`config.mk`:
```
export PLATFORM = sky130hd
export DESIGN_NAME = button_gesture
export DESIGN_NICKNAME = d
export VERILOG_FILES = /design/src/rtl/button_gesture.sv
export SDC_FILE = /design/constraint.sdc
export NUM_CORES = 1
export LEC_CHECK = 0
export CAP_MARGIN = 5
export CORE_MARGIN = 1
export CORE_UTILIZATION = 50
export CTS_CLUSTER_DIAMETER = 50
export DETAILED_ROUTE_END_ITERATION = 8
export PLACE_DENSITY_LB_ADDON = 0.3
export SYNTH_ARGS = -nofsm -noshare
export SYNTH_HDL_FRONTEND = slang
export SYNTH_SLANG_ARGS = --single-unit
```
`constraint.sdc`:
```
create_clock -name clk -period 2.2 [get_ports clk]
set_clock_uncertainty 0.05 [all_clocks]
set_input_delay 0.44 -clock clk [delete_from_list [all_inputs] [get_ports clk]]
set_output_delay 0.44 -clock clk [all_outputs]
set_load 0.005 [all_outputs]
```
`src/rtl/button_gesture.sv`:
```
// Classifies a debounced button level into short, long, auto-repeat and double presses.
// All outputs are registered and cleared by a synchronous active-low reset.
module button_gesture #(
    parameter int unsigned LONG_COUNTS   = 32'd25_000_000,
    parameter int unsigned GAP_COUNTS    = 32'd12_500_000,
    parameter int unsigned REPEAT_COUNTS = 32'd5_000_000
) (
    input  logic clk,
    input  logic rst_n,
    input  logic button_level,
    output logic short_press,
    output logic long_press,
    output logic repeat_press,
    output logic double_press,
    output logic held
);

    localparam int CNT_W = 26;
    localparam logic [CNT_W-1:0] LONG_LAST   = CNT_W'(LONG_COUNTS - 32'd1);
    localparam logic [CNT_W-1:0] GAP_LAST    = CNT_W'(GAP_COUNTS - 32'd1);
    localparam logic [CNT_W-1:0] REPEAT_LAST = CNT_W'(REPEAT_COUNTS - 32'd1);

    typedef enum logic [2:0] {
        S_IDLE     = 3'd0,
        S_PRESS1   = 3'd1,
        S_LONG     = 3'd2,
        S_WAIT_GAP = 3'd3,
        S_PRESS2   = 3'd4
    } state_t;

    state_t           state_q, state_d;
    logic [CNT_W-1:0] cnt_q, cnt_d;
    logic             prev_level_q;
    logic             rise_s, fall_s;
    logic             short_d, long_d, repeat_d, double_d, held_d;

    assign rise_s = button_level & ~prev_level_q;
    assign fall_s = ~button_level & prev_level_q;

    // Next-state, counter and pulse decode; edges win over timeouts in the same cycle.
    always_comb begin
        state_d  = state_q;
        cnt_d    = cnt_q + 26'd1;
        short_d  = 1'b0;
        long_d   = 1'b0;
        repeat_d = 1'b0;
        double_d = 1'b0;
        case (state_q)
            S_IDLE: begin
                cnt_d = 26'd0;
                if (rise_s) begin
                    state_d = S_PRESS1;
                end else begin
                    state_d = S_IDLE;
                end
            end
            S_PRESS1: begin
                if (fall_s) begin
                    state_d = S_WAIT_GAP;
                    cnt_d   = 26'd0;
                end else if (cnt_q == LONG_LAST) begin
                    state_d = S_LONG;
                    cnt_d   = 26'd0;
                    long_d  = 1'b1;
                end else begin
                    state_d = S_PRESS1;
                end
            end
            S_LONG: begin
                if (fall_s) begin
                    state_d = S_IDLE;
                    cnt_d   = 26'd0;
                end else if (cnt_q == REPEAT_LAST) begin
                    cnt_d    = 26'd0;
                    repeat_d = 1'b1;
                end else begin
                    state_d = S_LONG;
                end
            end
            S_WAIT_GAP: begin
                if (rise_s) begin
                    state_d = S_PRESS2;
                    cnt_d   = 26'd0;
                end else if (cnt_q == GAP_LAST) begin
                    state_d = S_IDLE;
                    cnt_d   = 26'd0;
                    short_d = 1'b1;
                end else begin
                    state_d = S_WAIT_GAP;
                end
            end
            S_PRESS2: begin
                cnt_d = 26'd0;
                if (fall_s) begin
                    state_d  = S_IDLE;
                    double_d = 1'b1;
                end else begin
                    state_d = S_PRESS2;
                end
            end
            default: begin
                state_d = S_IDLE;
                cnt_d   = 26'd0;
            end
        endcase
        held_d = (state_d == S_PRESS1) || (state_d == S_LONG) || (state_d == S_PRESS2);
    end

    // State, counter, edge history and registered outputs.
    always_ff @(posedge clk) begin
        if (!rst_n) begin
            state_q      <= S_IDLE;
            cnt_q        <= 26'd0;
            prev_level_q <= 1'b0;
            short_press  <= 1'b0;
            long_press   <= 1'b0;
            repeat_press <= 1'b0;
            double_press <= 1'b0;
            held         <= 1'b0;
        end else begin
            state_q      <= state_d;
            cnt_q        <= cnt_d;
            prev_level_q <= button_level;
            short_press  <= short_d;
            long_press   <= long_d;
            repeat_press <= repeat_d;
            double_press <= double_d;
            held         <= held_d;
        end
    end

endmodule

```
; ---- After elaboration in Yosys (flattened, before gate mapping)
; Cells that the tools add are included.
; W data, S select, Z words.
[word_totals]
ram_bits = 0
in_bits = 3
mem_bits_ro = 0
latch_bits = 0
memories = 0
word_cells = 54
reg_bits = 35
out_inout_bits = 5
[op_classes]
order_cmp = 0
bitwise = 8
n_eq_ne = 10
div = 0
shifts = 0
add_sub_neg = 1
n_mux = 20
n_reduce_logical = 7
n_mul = 0
[ops]
columns = operator, count
row1 = $mux W26, 6
row2 = $pmux W26 S3, 1
row3 = $add A26 B1 Y26 const B, 1
row4 = $eq A26 B23 Y1 const B, 1
row5 = $eq A26 B24 Y1 const B, 1
row6 = $eq A26 B25 Y1 const B, 1
row7 = $pmux W3 S5, 1
row8 = $mux W3, 4
row9 = $eq A3 B2 Y1 const B, 3
row10 = $reduce_or A3 Y1, 3
row11 = $eq A3 B1 Y1 const B, 2
row12 = $eq A3 B3 Y1 const B, 2
row13 = $mux W2, 3
row14 = $not A1 Y1, 6
row15 = $mux W1, 5
row16 = $logic_not A3 Y1, 1
row17 = $and A1 B1 Y1, 2
row18 = $logic_or A1 B1 Y1, 2
row19 = $reduce_and A2 Y1, 1

; ---- Depth between registers and ports, before layout
[depth]
word_depth = 7
ltp_mapped = 8

; ---- Worst setup path after synthesis
; No wires, ideal clock.
[synth_timing]
path_kind = reg-to-reg
start = reg cnt_q[0]
end = reg cnt_q[7]
stages_incl_launch_ff = 9
period_less_slack_ns = 1.778
path_slack_ns = 0.422
required_time_ns = 2.035
n_path_buf = 1
arrival_time_ns = 1.613
cell_sequence = dfxtp_1 > ha_1 > and4_1 > nand3_1 > o21ai_2 > o211ai_2 > o2111ai_4 > buf_6 > nor2_1
[synth_via]
elab_chain_len = 4
word_cells_on_any_way = 11
classes_between = 1 x add/sub / 3 x eq/ne / 7 x mux
[synth_lines]
columns = element, line_no
row1 = start: declaration, 32  ; logic [CNT_W-1:0] cnt_q, cnt_d;
row2 = start signal: assignment, 122  ; cnt_q <= cnt_d;
row3 = "$add A26 B1 Y26, or another cell as far along", 43  ; cnt_d = cnt_q + 26'd1;
row4 = $mux W26 (on tied branches), "84, 61, 73"
row5 = $mux W26 (on tied branches), "81, 58, 70"
row6 = $pmux W26 S3 (*), 48  ; case (state_q)
; Mark *: on every way between the ends. The rest lies on a longest branch, timed or not.
; A chain may end at the register's enable or synchronous reset.

; ---- Final worst setup path
[layout_timing]
start = reg cnt_q[0]
end = reg held
[layout_via]
elab_chain_len = 7
word_cells_on_any_way = 15
classes_between = 6 x eq/ne / 7 x mux / 2 x reduce/logical
[layout_lines]
columns = element, line_no
row1 = "$eq A26 B24 Y1, or another cell as far along", 84  ; end else if (cnt_q == GAP_LAST) begin
row2 = "$mux W2, or another cell as far along", 84
row3 = "$mux W3, or another cell as far along", 81  ; if (rise_s) begin
row4 = $pmux W3 S5 (*), 48
row5 = $eq A3 B1 Y1 or $eq A3 B2 Y1 (tied branches), 106  ; held_d = (state_d == S_PRESS1) || (state_d == S_LONG) || (state_d == S_PRESS2);
row6 = $logic_or A1 B1 Y1, 106
row7 = $logic_or A1 B1 Y1 (*), 106
row8 = end signal: assignment, 128  ; held <= held_d;
row9 = end: declaration, 15  ; output logic held
; Marks and branches as above.

==> results.py <==
metrics = {
    "pwr": {
        "switching_share_pct": 23.1,
        "power.density_nw_per_um2": 547,
        "ir_drop_v": 0.000307,
        "p_sw_w": 0.000237,
        "p_int_w": 0.000787,
        "pwr-share-seq_pct": 63.0,
        "clockPowerShare_pct": 32.2,
        "power_frac_comb_pct": 4.8,
        "leakagePower_nw": 0.571,
    },
    "worst_setup_path": {
        "max_stage_delay_ns": 0.39,
        "path_class": "reg -> reg",
        "startpoint_type": "register",
        "crit_slowest_cell": "o31ai_1",
        "arrival_ns": 2.20,
        "worstPathRequired_ns": 2.39,
        "crit_chain": "ha_1, and4_1, nand4_4, o31ai_1, nand4_1, xor2_1, nor2_1",
        "crit_path_max_fanout": 6,
        "crit_path_end_kind": "register",
    },
    "cells_and_area": {
        "area_growth_pct": 11.7,
        "nets": 202,
        "antenna_cells": 0,
        "fin_cells": 243,
        "drive_above_1_share_pct": 14.6,
    },
    "logic_synthesis": {
        "ys_seq_area_share_pct": 41.8,
        "synth_cell_type_count": 39,
        "netlist_instances": 182,
        "synthArstFlopShare_pct": 0,
        "avgSynthCellArea_um2": 9.21,
        "synth_area_leaders": "dfxtp_1 42%, nor2_1 7.8%, xnor2_1 7.3%",
        "syn_nets": 186,
        "ys_warn_count": 0,
        "synth_edf_count": 0,
        "yosysTopAreaCell": "dfxtp_1",
        "syn-cell-area_um2": 1680,
        "synth-seq-cells": 35,
        "synth_ff_type": "dfxtp_1",
        "yosys.area.top_type_share_pct": 41.8,
    },
    "grt": {
        "grt_pass1_wl_um": 5280,
        "grt_pass1_vias": 1215,
        "grt_usage_pct": 20.7,
        "grt_max_degree": 27,
        "overflow": 0,
        "antenna_found_initial": 0,
    },
    "cts": {
        "cts.sinks": 35,
        "cts_setup_buffers": 0,
        "cts-root-buf": "clkbuf_4",
        "cts_hold_buf": 0,
        "cts.clk_slew.worst_paths_ns": 0.10,
        "h-tree-depth": 2,
        "cts_tree": "built",
        "cts.path.max_buffers": 2,
        "numCtsBuffers": 5,
        "cts_resized": 0,
        "clk_latency_ns": 0.34,
    },
    "job": {
        "cap_violations": 0,
    },
    "routing": {
        "routedWlPerCell_um": 13.0,
        "finalWirelength_um": 3160,
        "vias": 1319,
        "drc": 0,
        "dr.first_iter.drc_count": 80,
        "vias_per_cell": 5.43,
        "ant_nets": 0,
        "firstDrtPassIters": 4,
    },
    "sta": {
        "hold_viol": 0,
        "setup_violations": 0,
        "rsz0062_at_grt": "no",
        "period_needed_ns": 2.01,
        "slew_headroom_pct": 74.0,
        "worstMarginPinSlew_ns": 0.387,
        "max_clock_freq_ghz": 0.498,
        "hold-worst-slack_ns": 0.423,
        "final.setup.tns_ns": 0,
        "finalMaxSlewViolations": 0,
        "post-route-period-util_pct": 91.3,
        "fin_ws_ns": 0.192,
    },
    "floorplan": {
        "die_h_um": 59.9,
        "fp.dieW_um": 59.9,
        "rows": 20,
        "die_area_um2": 3590,
        "ios": 8,
        "design.core.area_um2": 3130,
        "initial_core_util_pct": 53.6,
    },
    "placement": {
        "dpl_worst_slack_ns": 0.0825,
        "dp_cells": 235,
        "dp.final_hpwl_um": 2270,
        "place.port_buffers": 7,
        "gp_congestion": 0.842,
    },
    "min_path": {
        "hp-class": "reg -> reg",
    },
    "run_status": {
        "status": "finished, final reports clean",
    },
}
## kinds of logic (layout without fill, tap and decap cells)
kind of cell               count (synthesis)  in the layout  share of synthesized area [%]
DFF                                       35             35                           41.8
and+or+nand+nor                          100            100                           34.8
buffers and inverters                      9             26                           2.91
AOI/OAI and AO/OA                         12             12                           6.65
xor gates and xnor gates                  25             25                           13.1
adders and majority gates                  1              1                          0.747
## per-stage QoR
step                      cell area (um^2)  util [%]  total power [W]
after CTS                             1870      59.8          0.00103
after global placement                1820      58.2         0.000707
after detailed placement              1820      58.2         0.000709
after global routing                  1870      59.8          0.00108
after floorplan                       1680         -         0.000690
final                                 1870      59.8          0.00102
## Yosys cell counts (all sizes together) (3+ instances only)
library cell  number
and4               5
nor3               5
nand2             12
o21ai              3
nand3             12
dfxtp             35
nand4              9
xnor2             14
inv                7
nor2              40
xor2              11
nor4               5
## cell usage in the layout (no fill, tap or decap), types with 3 or more instances in the layout
master and instances:
and4_1 4, buf_4 3, clkbuf_4 5, clkdlybuf4s50_1 7
dfxtp_1 35, inv_1 7, nand2_1 12, nand3_1 10
nand4_1 8, nor2_1 35, nor2_2 5, nor3_1 4
nor4_1 4, xnor2_1 14, xor2_1 11
## power by group through the flow
stage | clock [W] | combinational [W] | sequential (W)
floorplan | 0 | 0.0000307 | 0.000659
global placement | 0 | 0.0000474 | 0.000660
detailed placement | 0 | 0.0000492 | 0.000660
CTS | 0.000339 | 0.0000495 | 0.000645
global route | 0.000376 | 0.0000544 | 0.000646
finish | 0.000329 | 0.0000493 | 0.000645
## worst max-delay path: cells and delay by family, from the launching register on
family | cells | cell delay [ns]
AOI/OAI and AO/OA | 1 | 0.39
xor gates and xnor gates | 1 | 0.18
adders and majority gates | 1 | 0.24
DFF | 1 | 0.38
and+or+nand+nor | 4 | 0.68
## registers in the layout, summed over array words and instances, names as in the netlist
| signal | count |
|---|---|
| held | 1 |
| prev_level_q | 1 |
| state_q | 3 |
| repeat_press | 1 |
| short_press | 1 |
| double_press | 1 |
| cnt_q | 26 |
| long_press | 1 |
## area by class of cell
cell class	count	area [um^2]
Clock inverter	1	5.00
Tap cell	44	55.1
Fill cell	285	1260
Inverter	7	26.3
Timing Repair Buffer	11	113
Multi-Input combinational cell	138	926
Clock buffer	7	45.0
Sequential cell	35	701
## metal layers
metal  up-vias  global-route usage (%)  part of all wire [%]
met5         -                       0                     0
met4         0                    11.3                   2.8
met3         8                    7.14                   4.0
met2        25                    33.3                    48
met1       619                    24.0                    45
li1        667                       -                     -
## path summary, 6_finish.rpt
path | from | to | slack (ns) | cells past startpoint
worst max register to register | cnt_q[0] | held | 0.19 | 7
worst max-delay path | cnt_q[0] | held | 0.19 | 7
worst min-delay path | cnt_q[0] | cnt_q[0] | 0.42 | 1
worst min register to register | cnt_q[0] | cnt_q[0] | 0.42 | 1
Note: power is estimated with default switching activity, not from simulation.
